--- config.mk ---
export PLATFORM = sky130hd
export DESIGN_NAME = memoredf_deadline_queue
export DESIGN_NICKNAME = d
export VERILOG_FILES = /design/src/rtl/memoredf_deadline_queue.sv
export SDC_FILE = /design/constraint.sdc
export NUM_CORES = 1
export LEC_CHECK = 0
export CAP_MARGIN = 20
export CORE_MARGIN = 4
export CORE_UTILIZATION = 45
export CTS_BUF_LIST = sky130_fd_sc_hd__clkbuf_4
export DETAILED_ROUTE_END_ITERATION = 16
export PLACE_DENSITY = 0.6
export SKIP_CTS_REPAIR_TIMING = 1
export SLEW_MARGIN = 5
export SYNTH_ARGS = -nofsm -noshare
export SYNTH_HDL_FRONTEND = slang
export SYNTH_SLANG_ARGS = --single-unit
--- constraint.sdc ---
create_clock -name aclk -period 4.2 [get_ports aclk]
set_input_delay 0.63 -clock aclk [delete_from_list [all_inputs] [get_ports aclk]]
set_output_delay 0.63 -clock aclk [all_outputs]
set_load 0.1 [all_outputs]
--- src/rtl/memoredf_deadline_queue.sv ---
// memoredf_deadline_queue
// Front end of the MemorEDF scheduler. Incoming AXI address requests are steered
// to a per-core FIFO by an address field. Each one is stamped with an absolute
// deadline: the current timer plus that core's relative deadline. Every FIFO head
// is presented to the scheduler in parallel.
module memoredf_deadline_queue #(
  parameter int ADDR_WIDTH   = 40,
  parameter int ID_WIDTH     = 6,
  parameter int NUM_CORES    = 4,
  parameter int CORE_SEL_LSB = 21,
  parameter int QUEUE_DEPTH  = 4,
  parameter int DL_WIDTH     = 16,
  parameter logic [DL_WIDTH-1:0] DEFAULT_REL = 16'd64,
  localparam int CW = $clog2(NUM_CORES),
  localparam int PW = $clog2(QUEUE_DEPTH),
  localparam int OW = PW + 1
) (
  input  logic                          aclk,
  input  logic                          aresetn,
  input  logic                          s_valid,
  output logic                          s_ready,
  input  logic [ADDR_WIDTH-1:0]         s_addr,
  input  logic [ID_WIDTH-1:0]           s_id,
  input  logic                          cfg_we,
  input  logic [CW-1:0]                 cfg_core,
  input  logic [DL_WIDTH-1:0]           cfg_rel,
  output logic [NUM_CORES-1:0]          m_valid,
  input  logic [NUM_CORES-1:0]          m_ready,
  output logic [NUM_CORES*ADDR_WIDTH-1:0] m_addr,
  output logic [NUM_CORES*ID_WIDTH-1:0] m_id,
  output logic [NUM_CORES*DL_WIDTH-1:0] m_deadline,
  output logic [DL_WIDTH-1:0]           timer,
  output logic [NUM_CORES*OW-1:0]       occupancy
);

  logic [DL_WIDTH-1:0] r_timer;
  logic [DL_WIDTH-1:0] r_rel [NUM_CORES];
  logic [CW-1:0]       w_core;
  logic [OW-1:0]       w_sel_occ;
  logic                w_push;
  logic [DL_WIDTH-1:0] w_deadline;

  // Core decode and back-pressure depend only on the address, so a master may
  // look at s_ready before deciding to raise s_valid.
  assign w_core     = s_addr[CORE_SEL_LSB +: CW];
  assign w_sel_occ  = occupancy[w_core*OW +: OW];
  assign s_ready    = (w_sel_occ != OW'(QUEUE_DEPTH));
  assign w_push     = s_valid && s_ready;
  // The push uses the rel value held before any same-cycle cfg write.
  assign w_deadline = r_timer + r_rel[w_core];
  assign timer      = r_timer;

  // Free-running deadline timebase; wraps naturally at 2^DL_WIDTH.
  always_ff @(posedge aclk or negedge aresetn) begin
    if (!aresetn) begin
      r_timer <= '0;
    end else begin
      r_timer <= r_timer + {{(DL_WIDTH-1){1'b0}}, 1'b1};
    end
  end

  // Per-core relative deadline table, written by the configuration port.
  always_ff @(posedge aclk or negedge aresetn) begin
    if (!aresetn) begin
      for (int k = 0; k < NUM_CORES; k++) r_rel[k] <= DEFAULT_REL;
    end else if (cfg_we) begin
      r_rel[cfg_core] <= cfg_rel;
    end
  end

  for (genvar g = 0; g < NUM_CORES; g++) begin : g_core
    logic [ADDR_WIDTH-1:0] r_addr_mem [QUEUE_DEPTH];
    logic [ID_WIDTH-1:0]   r_id_mem   [QUEUE_DEPTH];
    logic [DL_WIDTH-1:0]   r_dl_mem   [QUEUE_DEPTH];
    logic [PW-1:0]         r_wr_ptr;
    logic [PW-1:0]         r_rd_ptr;
    logic [OW-1:0]         r_occ;
    logic                  w_push_k;
    logic                  w_pop_k;

    assign w_push_k = w_push && (w_core == CW'(g));
    // A grant to an empty queue is simply ignored.
    assign w_pop_k  = m_ready[g] && (r_occ != '0);

    // Entry storage; cleared on reset so head outputs read zero afterwards.
    always_ff @(posedge aclk or negedge aresetn) begin
      if (!aresetn) begin
        for (int d = 0; d < QUEUE_DEPTH; d++) begin
          r_addr_mem[d] <= '0;
          r_id_mem[d]   <= '0;
          r_dl_mem[d]   <= '0;
        end
      end else if (w_push_k) begin
        r_addr_mem[r_wr_ptr] <= s_addr;
        r_id_mem[r_wr_ptr]   <= s_id;
        r_dl_mem[r_wr_ptr]   <= w_deadline;
      end
    end

    // Pointer and occupancy bookkeeping; pointers wrap modulo QUEUE_DEPTH.
    always_ff @(posedge aclk or negedge aresetn) begin
      if (!aresetn) begin
        r_wr_ptr <= '0;
        r_rd_ptr <= '0;
        r_occ    <= '0;
      end else begin
        if (w_push_k) r_wr_ptr <= r_wr_ptr + {{(PW-1){1'b0}}, 1'b1};
        if (w_pop_k)  r_rd_ptr <= r_rd_ptr + {{(PW-1){1'b0}}, 1'b1};
        case ({w_push_k, w_pop_k})
          2'b10:   r_occ <= r_occ + {{(OW-1){1'b0}}, 1'b1};
          2'b01:   r_occ <= r_occ - {{(OW-1){1'b0}}, 1'b1};
          default: r_occ <= r_occ;
        endcase
      end
    end

    // Head view comes straight from registered storage: no path from s_* to m_*.
    assign m_valid[g]                          = (r_occ != '0);
    assign m_addr[g*ADDR_WIDTH +: ADDR_WIDTH]  = r_addr_mem[r_rd_ptr];
    assign m_id[g*ID_WIDTH +: ID_WIDTH]        = r_id_mem[r_rd_ptr];
    assign m_deadline[g*DL_WIDTH +: DL_WIDTH]  = r_dl_mem[r_rd_ptr];
    assign occupancy[g*OW +: OW]               = r_occ;
  end

endmodule

Word-level counts from Yosys, hierarchy flattened --
Cells that the tools add are included.
Word-level totals: bits in registers 1100, bits in latches 0, memory bits (writable) 0, memory bits (read-only) 0, bits of input ports 72, output and inout port bits 281, word-level logic and storage cells 227, memories 0
Operators by class: add/subtract/negate cells 18, $mul 1, div/mod/pow operators 0, $lt $le $gt $ge 15, equal/unequal tests 12, shift operators 1, mux-type cells 82, bitwise logic cells 10, reduce and logical (&&, ||, !) cells 23
Operators by type and width (number):
- bitwise mux 160 bit | 4
- two-way mux 40 bit | 12
- binary-select mux 40 bit (select 2 bit) | 4
- bitwise mux 64 bit | 5
- demux 40 bit (select 2 bit) | 4
- two-way mux 16 bit | 15
- binary-select mux 16 bit (select 2 bit) | 5
- demux 16 bit (select 2 bit) | 5
- bitwise mux 24 bit | 4
- two-way mux 6 bit | 12
- binary-select mux 6 bit (select 2 bit) | 4
- demux 6 bit (select 2 bit) | 4
- >= comparator 3 bit (second input constant) | 10
- NOT 2 -> 3 bit | 10
- one-hot mux 3 bit (2 select lines) | 4
- adder 16 x 1 -> 16 bit (second input constant) | 1
- adder 16 bit | 1
- adder 2 x 1 -> 2 bit (second input constant) | 8
- less-than comparator 3 x 1 -> 1 bit (second input constant) | 5
- logical AND 1 bit | 14
- adder 3 x 1 -> 3 bit (second input constant) | 4
- equality test 2 bit (second input constant) | 6
- nonzero test 3 bit | 4
- indexed part select 12 x 5 -> 3 bit | 1
- 6 further kinds | 16

Logic depth before layout (Yosys ltp) --
word-level depth 7, mapped depth 13, mapped depth without buffers 10

Least setup slack after synthesis --
No wires, ideal clock.
path kind input to register, start point input port s_addr[21], end point register g_core[1].r_dl_mem[13] (netlist bit), setup time 0.126 ns, arrival 3.451 ns, data required time 4.074 ns, path slack 0.622 ns, stages on the path 10, cells stage by stage buf_2 buf_2 mux4_2 ha_1 nand3_1 a211o_1 and3_4 a311oi_2 buf_6 o21ai_2
Between the ends: word-level cells in the longest chain between the ends 6, elaborated cells between the ends (all ways) 12, those cells by class 1 x add/sub; 1 x mul; 2 x eq/ne; 1 x shift; 4 x mux; 1 x bitwise; 2 x reduce/logical
RTL lines:
- from (decl) | RTL line 22 | input logic [ADDR_WIDTH-1:0] s_addr,
- parallel branches: the longest is 6 deep, another holds multiplier 2 x 2 -> 4 bit
- to (signal, indexed assignment) | RTL line 96 | r_dl_mem[r_wr_ptr] <= w_deadline;
- to (decl) | RTL line 74 | logic [DL_WIDTH-1:0] r_dl_mem [QUEUE_DEPTH];
Several ways; the timed one is not identified. The select of a mux whose other input is x is not followed. A chain may end at the register's enable or synchronous reset.

Final worst setup path --
start point register g_core[1].r_rd_ptr[1], end point output port m_deadline[30]
Between the ends: word-level cells in the longest chain between the ends 4
RTL lines:
- from (decl) | RTL line 76 | logic [PW-1:0] r_rd_ptr;
- from (signal assigned) | RTL line 108 | if (w_pop_k) r_rd_ptr <= r_rd_ptr + {{(PW-1){1'b0}}, 1'b1};
- NOT 2 -> 3 bit (not written as such) | RTL line 121 | assign m_deadline[g*DL_WIDTH +: DL_WIDTH] = r_dl_mem[r_rd_ptr];
- binary-select mux 16 bit (select 2 bit) | RTL line 121
- two-way mux 16 bit (not written as such) (2 in series) | RTL line 121
- to (decl) | RTL line 31 | output logic [NUM_CORES*DL_WIDTH-1:0] m_deadline,
Every way passes these cells. The select of a mux whose other input is x is not followed.

==> out/results.txt <==
The delay of the slowest cell on the worst path was 0.77 ns; the share of synthesized area occupied by flip-flops and latches was 56.92%. The tools report the total number of nets in the final design as 3848. STA classifies the critical path endpoint as a primary output.

Summed over all instances, the cell type with the most area after synthesis is sky130_fd_sc_hd__dfrtp_1. The leading cell type in the layout, fill and taps excluded is sky130_fd_sc_hd__dfrtp_1. In the layout the commonest cells are 1088 x sky130_fd_sc_hd__dfrtp_1, 800 x sky130_fd_sc_hd__mux2_2, 449 x sky130_fd_sc_hd__clkbuf_4. The tools report the final weighted congestion in routability-driven placement as 0.8057.

For the number of standard cells after synthesis, the log shows 3229. In the final routed layout, each cell accounts on average for 24.72 µm. For this run, the top clock speed supported by timing is 248.6 MHz. The fraction of final layout cells sized beyond drive strength 1 is 48.70%, and the share of the synthesized area in the top cell type is 56.71%.

The run gives 0.1745 ns as the hold slack. The clock period minus worst slack was 4.023 ns; the number of slew-limit violations in the final report was 0. Relative to the synthesized area, the layout overhead comes to 18.11%. During placement, the flow inserted port buffers numbering 352.

The first global-routing pass estimated 203600 µm of wire. From bottom edge to top edge, the die measures 335.8 µm. After global routing the overflow that remains totals 0.

The number of nets in the synthesized netlist is 3342. The startpoint type of the worst setup path was a register. Clock skew on the completed layout was measured at 0.1013 ns. The layout has 8932 filler cells.

The peak fanout along the critical path is 37, and the remaining number of nets flagged by the antenna check after routing is 0. The die covers 112800 µm². In this run the count of I/O pins placed on the die edge is 353.

Yosys printed 0 warnings. The post-synthesis cell type count is 54, and the routed metal-1 wire length is 56290 µm. Counting stages on the worst path, the most repeated cell is sky130_fd_sc_hd__buf_4. Counting every sink on the clock net gives 1100. The number of endpoints with negative hold slack in the final report came out at 0. The required time at the endpoint of the critical path came out at 3.57 ns. After floorplanning, the core was divided into 120 placement rows. The logs give 7147 µm for the met3 layer wire length in the routed design and 31.59% for the tightest slew margin relative to the limit.

Detailed routing placed a total of 65490 µm of wire on met2. The pre-antenna-repair detailed-routing pass consisted of 5 iterations. Dividing the detail-routed via count by the number of cells gives 5.591.

Number of antenna violations at the first check in global routing: 6. The critical path is of the register to primary output type. Global routing consumed, over all layers together, 23.85% of the routing resources. The critical path's top delay family is buffers and inverters. For the pin with the worst max-slew slack, the measured transition is 1.023 ns. Clock tree buffer depth: 4.

The highest layer touched by signal routing is met5. The final layout contains routed wiring with a total length of 131900 µm. A synthesized cell averages 14.98 µm². TritonCTS built the clock tree. The number of enable flip-flop cells after synthesis is 0, and the final number of setup-violating endpoints is 0.

The share of the clock period used by the worst path works out to 95.79%. The run gives 0 as the remaining design rule violation count. Setup repair after global routing left no endpoint under its margin.

After synthesis, the cell types taking the most area are sky130_fd_sc_hd__dfrtp_1 57%, sky130_fd_sc_hd__mux2_2 19%, sky130_fd_sc_hd__mux4_2 12%. Summing over every cut layer, the via total after detailed routing is 29830. For the H-tree depth reported by CTS, the log shows 5. The run gives 33660 as the via count of the first global-routing pass. The tree is rooted in a sky130_fd_sc_hd__clkbuf_4. The run finished with clean final reports.

The tools report the starting utilization of the core area as 45.24%. The clock edge transition at the registers on the reported setup and hold paths is 0.06 ns, and the overall die width is 335.8 µm. For this design, the slowest cell found on the critical path is sky130_fd_sc_hd__dfrtp_4.

In this run, the number of DRC markers left after iteration 0 of detailed routing was 1255. The kind of path behind the tightest hold check was primary input to async pin. The HPWL after detailed placement is 85050 µm.

The run gives 3.39 ns as the critical path arrival. The mapped netlist covers 48370 µm². The signal on the critical path passes through buf_4 -> mux4_2 -> buf_4. The number of max-cap violations came out at 0. Together, buffers and inverters on the worst path number 2. The fraction of synthesis flops using an asynchronous set or reset pin is 100.0%. The most used flip-flop cell after synthesis is sky130_fd_sc_hd__dfrtp_1. The maximum number of pins on one net before global-route repair is 117, and the flop and latch count out of synthesis is 1100.

The TritonCTS buffer count is 312. The run gives 106900 µm² as the placeable core region. The tools report the clock latency at the later pin of the worst-skew pair as 1.18 ns.
stage by stage:
stage	instance area (µm²)	setup TNS, ns	std cells	setup WS [ns]	util (%)
2_1_floorplan	48370	0	3229	0.6225	-
3_3_place_gp	53270	0	4822	0.1344	49.83
3_5_place_dp	53270	0	4822	0.02879	49.83
4_1_cts	57010	-4.473	5325	-0.2081	53.33
5_1_grt	57110	0	5332	0.01790	53.43
6_report	57120	0	5336	0.1767	53.44
final timing paths:
check / end / slack, ns / start / cells past startpoint
worst max-delay path: m_deadline[30] / 0.18 / g_core[1].r_rd_ptr[1]$_DFFE_PN0P_ / 3
worst min-delay path: g_core[1].r_addr_mem[1]$_DFFE_PN0P_ / 0.17 / aresetn / 2
worst max register to register: g_core[2].r_dl_mem[47]$_DFFE_PN0P_ / 1.06 / r_rel[19]$_DFFE_PN0P_ / 8
worst min register to register: g_core[3].r_addr_mem[22]$_DFFE_PN0P_ / 0.46 / g_core[3].r_addr_mem[22]$_DFFE_PN0P_ / 1
max in group asynchronous: g_core[1].r_id_mem[22]$_DFFE_PN0P_ / 2.79 / aresetn / 4
min in group aclk: r_rel[44]$_DFFE_PN0P_ / 0.20 / cfg_rel[12] / 2
synth_stat cells (16+ instances only):
library cell / n
sky130_fd_sc_hd__o21ai_0: 185
sky130_fd_sc_hd__clkbuf_1: 125
sky130_fd_sc_hd__inv_1: 36
sky130_fd_sc_hd__ha_1: 36
sky130_fd_sc_hd__and2_1: 21
sky130_fd_sc_hd__o31ai_1: 16
sky130_fd_sc_hd__buf_2: 91
sky130_fd_sc_hd__nand2b_1: 22
sky130_fd_sc_hd__mux2_2: 800
sky130_fd_sc_hd__nor2_1: 42
sky130_fd_sc_hd__buf_1: 37
sky130_fd_sc_hd__mux4_2: 265
sky130_fd_sc_hd__xnor2_1: 23
sky130_fd_sc_hd__dfrtp_1: 1096
sky130_fd_sc_hd__nand2_1: 249
sky130_fd_sc_hd__xor2_1: 23
sky130_fd_sc_hd__o21ai_2: 18
sky130_fd_sc_hd__mux2i_1: 30
kinds of logic after synthesis:
| kind of cell | share of synthesized area, % |
|---|---|
| AO/OA/AOI/OAI | 3.404 |
| multiplexers | 31.59 |
| buffers and inverters | 2.574 |
| adder cells (fa/ha/maj) | 1.138 |
| flip-flops | 56.92 |
| XOR/XNOR | 0.8666 |
| AND/OR/NAND/NOR | 3.505 |
state kept, by name (all words and copies together) (netlist names):
name,count
r_rel,64
g_core.r_occ,12
timer,16
g_core.r_rd_ptr,8
g_core.r_id_mem,96
g_core.r_dl_mem,256
g_core.r_wr_ptr,8
g_core.r_addr_mem,640
layout make-up:
cell class                 instances  area (µm²)  area share, %
inverter                          36       135.1         0.2366
timing repair buffer             450        4197          7.346
antenna                            9       22.52        0.03943
sequential                      1100       27560          48.25
clock buffer                     449        3371          5.901
tap                             1403        1755          3.073
clock inverter                    54       369.1         0.6461
multi-input combinational       1835       19710          34.51
per-layer routing:
| layer | vias up | track usage (%) |
|---|---|---|
| met4 | 6 | 7.605 |
| met3 | 220 | 5.602 |
| met1 | 15910 | 31.16 |
| met5 | - | 0 |
| li1 | 12910 | - |
| met2 | 791 | 39.74 |
Power is not shown: default switching activity piles up to over one toggle a cycle in this logic, so the estimate is an artifact.
